File: config.mk
export PLATFORM = sky130hd
export DESIGN_NAME = fork_load_sequencer
export DESIGN_NICKNAME = d
export VERILOG_FILES = /design/src/rtl/fork_seq_pkg.sv /design/src/rtl/seq_pick.sv /design/src/rtl/fork_load_sequencer.sv
export SDC_FILE = /design/constraint.sdc
export NUM_CORES = 1
export LEC_CHECK = 0
export CELL_PAD_IN_SITES_DETAIL_PLACEMENT = 0
export CELL_PAD_IN_SITES_GLOBAL_PLACEMENT = 1
export CORE_MARGIN = 2
export CORE_UTILIZATION = 39
export DETAILED_ROUTE_END_ITERATION = 6
export PLACE_DENSITY_LB_ADDON = 0.08
export SLEW_MARGIN = 20
export SYNTH_ARGS = -nofsm -noshare
export SYNTH_HDL_FRONTEND = slang
export SYNTH_SLANG_ARGS = --single-unit
File: constraint.sdc
create_clock -name clk_i -period 1.9 [get_ports clk_i]
set_input_delay 0.475 -clock clk_i [delete_from_list [all_inputs] [get_ports clk_i]]
set_output_delay 0.475 -clock clk_i [all_outputs]
set_load 0.03 [all_outputs]
File: src/rtl/fork_seq_pkg.sv
// Shared types and helpers for the fork/join load sequencer.
package fork_seq_pkg;

    // Widest supported channel count and the index width that covers it.
    localparam int unsigned MaxCh = 16;
    localparam int unsigned IdxW  = 4;

    typedef enum logic [2:0] {
        StIdle,
        StWaitBase,
        StLoadPar,
        StSeqGap,
        StSeqLoad,
        StFinish
    } state_e;

    typedef struct packed {
        logic            found;
        logic [IdxW-1:0] idx;
    } pick_t;

    // Index of the lowest set bit in mask, with a flag when any bit is set.
    function automatic pick_t lowest_set(input logic [MaxCh-1:0] mask);
        pick_t res;
        res = '0;
        for (int i = MaxCh - 1; i >= 0; i--) begin
            if (mask[i]) begin
                res.found = 1'b1;
                res.idx   = IdxW'(i);
            end
        end
        return res;
    endfunction

endpackage

File: src/rtl/seq_pick.sv
// Combinational next-channel selection: lowest remaining sequential channel.
module seq_pick
    import fork_seq_pkg::*;
#(
    parameter int unsigned NCH = 6
) (
    input  logic [NCH-1:0] rem_i,
    output logic           found_o,
    output logic [NCH-1:0] onehot_o
);

    pick_t pick;

    // Decode the lowest remaining channel into a one-hot load select.
    always_comb begin
        pick     = lowest_set(MaxCh'(rem_i));
        found_o  = pick.found;
        onehot_o = '0;
        for (int i = 0; i < NCH; i++) begin
            onehot_o[i] = pick.found && (pick.idx == IdxW'(i));
        end
    end

endmodule

File: src/rtl/fork_load_sequencer.sv
// Loads one captured value into NCH channels: a parallel (fork) group after a
// base delay, then the remaining channels one at a time, then a join pulse.
module fork_load_sequencer
    import fork_seq_pkg::*;
#(
    parameter int unsigned NCH   = 6,
    parameter int unsigned WIDTH = 2,
    parameter int unsigned CNT_W = 4
) (
    input  logic                 clk_i,
    input  logic                 rst_i,
    input  logic                 start_i,
    input  logic                 abort_i,
    input  logic [WIDTH-1:0]     value_i,
    input  logic [NCH-1:0]       par_mask_i,
    input  logic [CNT_W-1:0]     base_dly_i,
    input  logic [CNT_W-1:0]     step_dly_i,
    output logic [NCH*WIDTH-1:0] ch_data_o,
    output logic [NCH-1:0]       ch_valid_o,
    output logic                 busy_o,
    output logic                 done_o
);

    state_e               state_q, state_d;
    logic [CNT_W-1:0]     cnt_q, cnt_d;
    logic [NCH-1:0]       rem_q, rem_d;
    logic [WIDTH-1:0]     value_q;
    logic [NCH-1:0]       par_q;
    logic [CNT_W-1:0]     base_q;
    logic [CNT_W-1:0]     step_q;
    logic [NCH*WIDTH-1:0] ch_data_q;
    logic [NCH-1:0]       ch_valid_q;
    logic                 done_q, done_d;
    logic                 accept;
    logic [NCH-1:0]       load_mask;
    logic                 pick_found;
    logic [NCH-1:0]       pick_onehot;

    seq_pick #(
        .NCH (NCH)
    ) u_seq_pick (
        .rem_i    (rem_q),
        .found_o  (pick_found),
        .onehot_o (pick_onehot)
    );

    // Next-state, delay counting and per-edge load selection.
    always_comb begin
        state_d   = state_q;
        cnt_d     = cnt_q;
        rem_d     = rem_q;
        done_d    = 1'b0;
        accept    = 1'b0;
        load_mask = '0;

        unique case (state_q)
            StIdle: begin
                if (start_i && !abort_i) begin
                    accept  = 1'b1;
                    rem_d   = ~par_mask_i;
                    cnt_d   = CNT_W'(1);
                    state_d = (base_dly_i == '0) ? StLoadPar : StWaitBase;
                end
            end
            StWaitBase: begin
                if (cnt_q == base_q) state_d = StLoadPar;
                else                 cnt_d   = cnt_q + CNT_W'(1);
            end
            StLoadPar, StSeqLoad: begin
                // The parallel edge also carries the first sequential channel.
                load_mask = pick_onehot;
                if (state_q == StLoadPar) load_mask = load_mask | par_q;
                rem_d = rem_q & ~pick_onehot;
                if (!pick_found || rem_d == '0) begin
                    state_d = StFinish;
                end else if (step_q == '0) begin
                    state_d = StSeqLoad;
                end else begin
                    state_d = StSeqGap;
                    cnt_d   = CNT_W'(1);
                end
            end
            StSeqGap: begin
                if (cnt_q == step_q) state_d = StSeqLoad;
                else                 cnt_d   = cnt_q + CNT_W'(1);
            end
            StFinish: begin
                state_d = StIdle;
                done_d  = 1'b1;
            end
            default: state_d = StIdle;
        endcase

        // Abort cancels the edge's load and any pending join.
        if (abort_i && state_q != StIdle) begin
            state_d   = StIdle;
            load_mask = '0;
            done_d    = 1'b0;
        end
    end

    // State, captured run parameters and channel registers.
    always_ff @(posedge clk_i) begin
        if (rst_i) begin
            state_q    <= StIdle;
            cnt_q      <= '0;
            rem_q      <= '0;
            value_q    <= '0;
            par_q      <= '0;
            base_q     <= '0;
            step_q     <= '0;
            ch_data_q  <= '0;
            ch_valid_q <= '0;
            done_q     <= 1'b0;
        end else begin
            state_q <= state_d;
            cnt_q   <= cnt_d;
            rem_q   <= rem_d;
            done_q  <= done_d;
            if (accept) begin
                value_q    <= value_i;
                par_q      <= par_mask_i;
                base_q     <= base_dly_i;
                step_q     <= step_dly_i;
                ch_valid_q <= '0;
            end else begin
                ch_valid_q <= ch_valid_q | load_mask;
            end
            for (int i = 0; i < NCH; i++) begin
                if (load_mask[i]) ch_data_q[i*WIDTH +: WIDTH] <= value_q;
            end
        end
    end

    assign ch_data_o  = ch_data_q;
    assign ch_valid_o = ch_valid_q;
    assign busy_o     = (state_q != StIdle);
    assign done_o     = done_q;

endmodule

==> out/qor.csv <==
metric,value,unit
number of flip-flops and latches in the synthesized netlist,48,
clock latency of the later-clocked register in the worst-skew pair,0.30,ns
mean cell area of the mapped netlist,8.81,um^2
maximum buffer depth of the clock tree,2,
cell breakdown of the critical path,"or3_4, clkdlybuf4s15_2",
number of H-tree levels,2,
floorplan row count,27,
run status,"finished, final reports clean",
Final min period,1.85,ns
post-route setup TNS,0,ns
Buffers on Ports,39,
antenna-violating nets left,0,
Post-Syn Nets,273,
class of the tightest hold or removal check,flop to flop,
clock transition at the registers of the reported paths,0.09,ns
core box area,0.00551,mm^2
Hold Crit Start,par_q[3],
1st-pass router iterations,4,
cell count of the worst hold path,2,
kind of capture point of the worst setup path,output pin,
asr flop ratio synth,0,%
number of CTS-inserted buffers,5,
count of warnings emitted by yosys,0,
CP peak stage delay,0.40,ns
overall die width,79.5,um
routed wire length,5.30,mm
wire per inst,14.0,um
FF-to-FF Start,state_q[1],
CTS Root Cell,clkbuf_8,
required time worst endpoint,1.42,ns
end of the worst hold path,par_q[3],
worst slew slack as a fraction of its limit,72.3,%
net count of the finished layout,327,
gr usage total,18.1,%
sink count of the clock tree,48,
Final Wtd Congestion,0.819,
register area share after synthesis,43.3,%
critical path class,flop to output pin,
drt first-iter violations,44,
number of flops mapped to enable cells by yosys,0,
number of global-route vias before repair,1888,
synthesized instance count,252,
area share of the largest cell type after synthesis,43.3,%
remaining design rule violation count,0,
final number of setup-violating endpoints,0,
fraction of layout cells with a size suffix above 1,17.3,%
final period utilization,97.3,%
highest achievable clock rate,0.541,GHz
most area-hungry cell type in the Yosys netlist,dfxtp_1,
count of cell types in the netlist,44,
Reg2Reg Setup Slack,0.12,ns
most frequent cell after synthesis,dfxtp_1,
number of cells on the critical path,2,
overall die area,0.00631,mm^2
layout-stage area growth over the synthesis result,31.9,%
routed via count,1885,
biggest area contributors in the synthesized netlist,"dfxtp_1 43%, nand2_1 6.4%, a21oi_1 6.1%",
worst hold-check slack,0.467,ns
DP Wirelength,3.77,mm
leakage power,1.05,nW
startpoint kind of the worst setup timing path,flop,
arrival time of data at the critical path endpoint,1.37,ns
number of vias per cell,4.99,
number of antenna violations at the first check in global routing,0,
count of buffer and inverter cells on the critical path,1,
TritonCTS clock tree,done,
layout filler cell count,560,
Diodes inserted,0,
die height,79.5,um
synth cell count leaders,"48 x dfxtp_1, 38 x nand2_1, 33 x nor2_1, 27 x a21oi_1, 13 x mux2i_1",
Final Hold Viols,0,
Final Worst Setup Slack,0.0506,ns
Slew @ Worst Pin,0.414,ns
end of the worst register-to-register path,ch_data_o[6],
final clock skew,0.00853,ns
"Max stage delay cell, worst path",dfxtp_1,
Max Cap Violations,0,
depth of the most critical reg-to-reg path,7,
"worst slack, placed",-0.0595,ns
RSZ-0062 raised after global routing,no,
global-route wire length before repair,8.94,mm
final global-route overflow total,0,
starting density of the core,40.3,%
critical-path maximum fanout,7,
final count of pins violating max slew,0,
most common flop cell mapped by yosys,dfxtp_1,
post-synthesis instance area,0.00222,mm^2
largest net degree at the start of global routing,39,
boundary pin count,40,
worst vdd ir,0.000442,V
pwr dens,686,mW/mm^2
"Largest delay share family, worst path",flip-flops,
-- metal layers --
metal  track usage, %  vias to the layer above  part of all wire [%]
met3             3.73                        8                   2.9
met4             5.52                        0                   1.2
met2             31.4                       30                    51
li1                 -                      975                     -
met1             22.4                      872                    45
met5                0                        -                     0
-- timing repair --
item / in CTS / in global routing
pin swaps: 0 / 3
gates resized for setup: 3 / 5
setup endpoints to repair: 1 / 14
setup buffers: 0 / 1
hold buffers: 0 / 0
-- per-stage QoR --
step / cell area, um^2 / utilization [%] / cells / total power [mW]
after global routing: 2930 / 53.2 / 378 / 2.12
after detailed placement: 2810 / 51.1 / 370 / 1.39
after CTS: 2910 / 52.8 / 377 / 2.03
final: 2930 / 53.2 / 378 / 2.01
after floorplan: 2220 / - / 252 / 1.26
after global placement: 2810 / 51.1 / 370 / 1.39
-- cells by family after synthesis --
kind of cell | share of synthesized area (%)
AO/OA/AOI/OAI | 18.5
XOR/XNOR | 3.16
adder cells (fa/ha/maj) | 1.01
buffers and inverters | 3.94
flip-flops | 43.3
multiplexers | 5.86
AND/OR/NAND/NOR | 24.3
-- final cells by class --
type / instances / area (um^2) / share of cell area (%)
Clock buffer: 6 / 82.6 / 2.82
Sequential cell: 48 / 963 / 32.9
Inverter: 1 / 3.75 / 0.128
Tap cell: 72 / 90.1 / 3.07
Timing Repair Buffer: 61 / 594 / 20.3
Multi-Input combinational cell: 189 / 1190 / 40.5
Clock inverter: 1 / 8.76 / 0.299
-- worst max path at each step --
stage	start	endpoint	slack, ns
finish	state_q[1]	busy_o	0.05
global route	rem_q[2]	cnt_q[0]	0.001
CTS	state_q[2]	ch_data_o[6]	0.03
detailed placement	abort_i	cnt_q[0]	-0.06
global placement	start_i	cnt_q[0]	-0.05
floorplan	state_q[1]	ch_data_o[2]	0.25
-- flip-flops by register name (all words and copies together), names as in the netlist --
signal,flops
step_q,4
cnt_q,4
base_q,4
par_q,6
value_q,2
state_q,3
done_o,1
ch_data_o,12
rem_q,6
ch_valid_o,6
-- worst register-to-register path: cells and delay by family, from the launching register on --
kind                   cells  cell delay [ns]
buffers and inverters      1             0.16
flip-flops                 1             0.49
AND/OR/NAND/NOR            4             0.57
AO/OA/AOI/OAI              1             0.25
multiplexers               1             0.21
-- where the power goes --
group | switching (mW) | internal, mW | leakage [nW]
clock network | 0.345 | 0.291 | 0.0473
logic | 0.153 | 0.155 | 0.616
registers | 0.0326 | 1.03 | 0.390
total | 0.531 | 1.48 | 1.05
-- layout by cell type, fill, tap and decap left out, drive strengths merged, types with 4 or more instances in the layout --
cell           instances
clkbuf                 6
nor2b                  5
a21oi                 28
nor3                   4
clkdlybuf4s50         38
dfxtp                 48
xor2                   8
nand2                 38
buf                   22
o21a                   6
nor4                   6
nor2                  39
o21ai                 10
a22oi                  5
mux2i                 13
No activity file was read; power rests on OpenSTA's default activity.
